<file path="src/rtl/jk_cmd_driver.sv">
`default_nettype none
// ============================================================================
// Module   : jk_cmd_driver
// Brief    : Timed JK command sequencer. Buffers {op,len} commands in a small
//            FIFO, drives registered j/k for len+1 cycles per command and
//            tracks a reference model of the downstream latch output q along
//            with a saturating count of its transitions.
// Revision : 1.0 - initial release
// ============================================================================
module jk_cmd_driver #(
    parameter int DEPTH = 4,
    parameter int LEN_W = 4
) (
    input  logic             clk,
    input  logic             reset,
    input  logic             cmd_valid,
    output logic             cmd_ready,
    input  logic [1:0]       cmd_op,
    input  logic [LEN_W-1:0] cmd_len,
    output logic             j,
    output logic             k,
    output logic             busy,
    output logic             done,
    output logic             q_model,
    output logic [7:0]       toggle_count
);

    localparam int c_ADDR_W = $clog2(DEPTH);
    localparam int c_ENTRY_W = LEN_W + 2;

    typedef enum logic [0:0] {
        ST_IDLE  = 1'b0,
        ST_DRIVE = 1'b1
    } state_t;

    // FIFO storage and pointers; the extra pointer MSB separates full from empty
    logic [c_ENTRY_W-1:0] r_mem [DEPTH];
    logic [c_ADDR_W:0]    r_wr_ptr;
    logic [c_ADDR_W:0]    r_rd_ptr;

    state_t               r_state;
    logic [LEN_W-1:0]     r_cnt;
    logic                 r_j;
    logic                 r_k;
    logic                 r_busy;
    logic                 r_done;
    logic                 r_q;
    logic [7:0]           r_toggle_cnt;

    logic                 w_full;
    logic                 w_empty;
    logic                 w_push;
    logic                 w_pop;
    logic [c_ENTRY_W-1:0] w_head;
    logic [1:0]           w_head_op;
    logic [LEN_W-1:0]     w_head_len;
    logic                 w_q_next;

    assign w_empty    = (r_wr_ptr == r_rd_ptr);
    assign w_full     = (r_wr_ptr[c_ADDR_W] != r_rd_ptr[c_ADDR_W]) &&
                        (r_wr_ptr[c_ADDR_W-1:0] == r_rd_ptr[c_ADDR_W-1:0]);
    // A full FIFO refuses a push even if the same edge pops an entry
    assign w_push     = cmd_valid && !w_full;
    // Pop when idle, or on the final drive cycle so the next command follows without a bubble
    assign w_pop      = !w_empty && ((r_state == ST_IDLE) || (r_cnt == '0));
    assign w_head     = r_mem[r_rd_ptr[c_ADDR_W-1:0]];
    assign w_head_op  = w_head[c_ENTRY_W-1:LEN_W];
    assign w_head_len = w_head[LEN_W-1:0];

    // Command storage; contents need no reset because the pointers define validity
    always_ff @(posedge clk) begin
        if (w_push) begin
            r_mem[r_wr_ptr[c_ADDR_W-1:0]] <= {cmd_op, cmd_len};
        end
    end

    // FIFO pointer bookkeeping, wrapping modulo 2*DEPTH
    always_ff @(posedge clk or negedge reset) begin
        if (!reset) begin
            r_wr_ptr <= '0;
            r_rd_ptr <= '0;
        end else begin
            if (w_push) begin
                r_wr_ptr <= r_wr_ptr + 1'b1;
            end
            if (w_pop) begin
                r_rd_ptr <= r_rd_ptr + 1'b1;
            end
        end
    end

    // Sequencer: loads j/k and the duration counter, pulses done on the last cycle
    always_ff @(posedge clk or negedge reset) begin
        if (!reset) begin
            r_state <= ST_IDLE;
            r_cnt   <= '0;
            r_j     <= 1'b0;
            r_k     <= 1'b0;
            r_busy  <= 1'b0;
            r_done  <= 1'b0;
        end else begin
            r_done <= 1'b0;
            case (r_state)
                ST_IDLE: begin
                    if (!w_empty) begin
                        r_state <= ST_DRIVE;
                        r_busy  <= 1'b1;
                        r_j     <= w_head_op[1];
                        r_k     <= w_head_op[0];
                        r_cnt   <= w_head_len;
                        r_done  <= (w_head_len == '0);
                    end
                end
                ST_DRIVE: begin
                    if (r_cnt != '0) begin
                        r_cnt  <= r_cnt - LEN_W'(1);
                        r_done <= (r_cnt == LEN_W'(1));
                    end else if (!w_empty) begin
                        r_j    <= w_head_op[1];
                        r_k    <= w_head_op[0];
                        r_cnt  <= w_head_len;
                        r_done <= (w_head_len == '0);
                    end else begin
                        r_state <= ST_IDLE;
                        r_busy  <= 1'b0;
                        r_j     <= 1'b0;
                        r_k     <= 1'b0;
                    end
                end
                default: begin
                    r_state <= ST_IDLE;
                    r_busy  <= 1'b0;
                    r_j     <= 1'b0;
                    r_k     <= 1'b0;
                end
            endcase
        end
    end

    // Next latch output from the j/k currently presented downstream
    always_comb begin
        w_q_next = r_q;
        case ({r_j, r_k})
            2'b01:   w_q_next = 1'b0;
            2'b10:   w_q_next = 1'b1;
            2'b11:   w_q_next = ~r_q;
            default: w_q_next = r_q;
        endcase
    end

    // Latch reference model and saturating transition counter
    always_ff @(posedge clk or negedge reset) begin
        if (!reset) begin
            r_q          <= 1'b0;
            r_toggle_cnt <= 8'd0;
        end else begin
            r_q <= w_q_next;
            if ((w_q_next != r_q) && (r_toggle_cnt != 8'hFF)) begin
                r_toggle_cnt <= r_toggle_cnt + 8'd1;
            end
        end
    end

    assign cmd_ready    = !w_full;
    assign j            = r_j;
    assign k            = r_k;
    assign busy         = r_busy;
    assign done         = r_done;
    assign q_model      = r_q;
    assign toggle_count = r_toggle_cnt;

endmodule
`default_nettype wire

</file>
<file path="config.mk">
export PLATFORM = sky130hd
export DESIGN_NAME = jk_cmd_driver
export DESIGN_NICKNAME = d
export VERILOG_FILES = /design/src/rtl/jk_cmd_driver.sv
export SDC_FILE = /design/constraint.sdc
export NUM_CORES = 1
export LEC_CHECK = 0
export CORE_MARGIN = 2
export CORE_UTILIZATION = 50
export CTS_BUF_LIST = sky130_fd_sc_hd__clkbuf_16
export CTS_CLUSTER_DIAMETER = 30
export DETAILED_ROUTE_END_ITERATION = 7
export PLACE_DENSITY_LB_ADDON = 0.3
export SKIP_LAST_GASP = 1
export SYNTH_ARGS = -nofsm -noshare
export SYNTH_HDL_FRONTEND = slang
export SYNTH_SLANG_ARGS = --single-unit
</file>
<file path="constraint.sdc">
create_clock -name clk -period 2.3 [get_ports clk]
set_input_delay 0.345 -clock clk [delete_from_list [all_inputs] [get_ports clk]]
set_output_delay 0.345 -clock clk [all_outputs]
set_load 0.005 [all_outputs]
</file>
==> flow_summary.json <==
{
  "io_pins": 23,
  "path_delay_family": "flip-flops",
  "die_w_um": 70.4,
  "seqPwrFrac": 0.398,
  "finalCriticalPeriod_ns": 2.19,
  "ys_ff_latch": 48,
  "crit_required_ns": 1.96,
  "initial_core_util": 0.514,
  "rr_endpoint": "r_mem[2][5]",
  "synth_top_cell_by_area": "edfxtp_1",
  "worst-path-buf-inv": 1,
  "cts_tree": "yes",
  "status": "completed",
  "criticalPathCategory": "flop to primary output",
  "ff2ff_setup_slack_ns": 0.37,
  "layout_common_cells": "dfrtp_1, edfxtp_1, clkdlybuf4s50_1",
  "yosysWarnings": 0,
  "grt_pass1_wl_um": 6400,
  "routedWlPerCell_um": 16.4,
  "crit_arrival_ns": 1.85,
  "p_leak_nw": 1.07,
  "synth_top_flop_cell": "edfxtp_1",
  "place.gp.congestion": 0.753,
  "power.internal_w": 0.00247,
  "seq_area_sq_mm": 0.00132,
  "placed_area_sq_mm": 0.00248,
  "timing.slew.headroom": 0.728,
  "nFillCells": 335,
  "clockBufferDepth": 2,
  "yosysSeqAreaShare": 0.599,
  "finClkSkew_ns": 0.00435,
  "rr_worst_depth": 3,
  "grt_use_total": 0.170,
  "grt_antenna_before_repair": 0,
  "nets": 187,
  "path_cells": "xnor2_2 > nand3_1 > clkdlybuf4s50_1",
  "synth_nets": 159,
  "p_sw_frac": 0.340,
  "gr-total-overflow": 0,
  "avgSynthCellArea_sq_um": 15.5,
  "via_count": 1217,
  "startpoint_type": "flop",
  "cts_hold_buf": 0,
  "cts_buffers": 5,
  "worstReg2RegStart": "r_rd_ptr[1]",
  "dieArea_sq_mm": 0.00496,
  "cts_setup_buffers": 0,
  "maxCapViolations": 0,
  "cp_slowest_stage_delay_ns": 0.53,
  "vdd_drop_max_mv": 0.683,
  "multiInputGateArea_sq_um": 840,
  "async_reset_ff_frac": 0.500,
  "clk_pin_slew_worst_paths_ns": 0.07,
  "drc": 0,
  "synth_edf_count": 24,
  "synth_area_leaders": "edfxtp_1, dfrtp_1, ha_1",
  "grt_start_max_net_pins": 25,
  "setup_viol": 0,
  "power_frac_comb": 0.382,
  "ant_nets": 0,
  "finalCritPeriodShare": 0.952,
  "fin_area_sq_mm": 0.00266,
  "clk_latency_ns": 0.28,
  "syn_inst": 142,
  "hold_viol": 0,
  "grt_pass1_vias": 1312,
  "cp_slowest_cell": "dfrtp_1",
  "synth_area_sq_mm": 0.00221,
  "rows": 24,
  "netlist-cell-type-count": 45,
  "crit_fanout": 9,
  "synth_top_area_frac": 0.327,
  "tightest_slew_ns": 0.406,
  "cts-root-buf": "clkbuf_16",
  "max_freq_mhz": 457,
  "drt-total-wl_um": 3660,
  "drtIter0Drc": 59,
  "dp_hpwl_um": 2720,
  "ctsResizeCount": 0,
  "cts.sinks": 48,
  "htreeDepth": 2,
  "clockPowerShare": 0.221,
  "area_growth_syn_to_layout_pct": 20.4,
  "hp-class": "input pin to asynchronous set/reset pin",
  "io_buffers": 22,
  "drive_above_1_share": 0.175,
  "endpoint_kind": "primary output",
  "rsz0062_at_grt": "no",
  "firstDrtPassIters": 4,
  "design.core.area_sq_mm": 0.00429,
  "num_antenna_cells": 0,
  "viasPerCell": 5.46,
  "p_switching_w": 0.00127,
  "maxSlewViolCount": 0,
  "die_y_um": 70.4,
  "fin_setup_tns_ns": 0,
  "power_density_mw_per_mm2": 1410
}
==> flip-flops by register name, indices dropped and copies added, names as in the netlist, 3 cells and up <==
name / count
r_mem: 24
toggle_count: 8
r_cnt: 4
r_rd_ptr: 3
r_wr_ptr: 3
==> layer usage <==
metal	part of all wire	GRT usage	vias up
li1	-	-	586
met1	0.47	0.232	608
met2	0.49	0.268	21
met3	0.031	0.0361	2
met4	0.0047	0.0641	0
met5	0	0	-
==> synthesized netlist by cell type, types with 4 or more instances <==
library cell and n:
mux4_2 4, edfxtp_1 24, ha_1 8, nand2_1 6, and2_1 4, nor2_1 4
o21ai_0 4, dfrtp_1 24, xor2_1 6, inv_1 6, xnor2_1 5
==> stage by stage <==
step | worst slack (ns) | utilization | power [W] | cells | hold WS, ns
after CTS | 0.0874 | 0.619 | 0.00379 | 223 | 0.441
final | 0.110 | 0.619 | 0.00374 | 223 | 0.426
after global placement | 0.459 | 0.578 | 0.00287 | 215 | 0.477
after global routing | 0.0114 | 0.619 | 0.00400 | 223 | 0.472
after detailed placement | 0.370 | 0.578 | 0.00296 | 215 | 0.476
after floorplan | 0.543 | - | 0.00248 | 142 | 0.0494
==> worst max path at each step <==
stage,from,endpoint,slack [ns],depth (start not counted)
floorplan,r_cnt[0],r_rd_ptr[1],0.54,5
global placement,r_cnt[0],r_rd_ptr[1],0.46,5
detailed placement,r_rd_ptr[1],r_mem[2][4],0.37,3
CTS,r_rd_ptr[1],cmd_ready,0.09,3
global route,r_rd_ptr[1],cmd_ready,0.01,3
finish,r_rd_ptr[1],cmd_ready,0.11,3
==> power groups by stage <==
stage                     combinational (W)  clock [W]  sequential, W
final                               0.00143   0.000826        0.00149
after CTS                           0.00146   0.000843        0.00149
after floorplan                     0.00106          0        0.00141
after global routing                0.00159   0.000883        0.00153
after global placement              0.00139          0        0.00149
after detailed placement            0.00145          0        0.00151
==> layout make-up <==
cell class,count,share of cell area
multi-input cells,85,0.316
clock buffers,5,0.0471
repair buffers,24,0.0886
well taps,52,0.0245
clock inverters,3,0.0179
inverters,6,0.00848
flip-flops and latches,48,0.497
==> kinds of logic (layout without fill, tap and decap cells) <==
family          count (synthesis)  count (layout)  share of synthesized area
buf+inv                         9              38                     0.0204
xor+xnor                       15              15                     0.0732
fa+ha+maj                       8               8                     0.0454
simple gates                   32              32                     0.0936
mux                            12              12                     0.0936
compound gates                 18              18                     0.0749
flops                          48              48                      0.599
No activity file was read; power rests on OpenSTA's default activity.
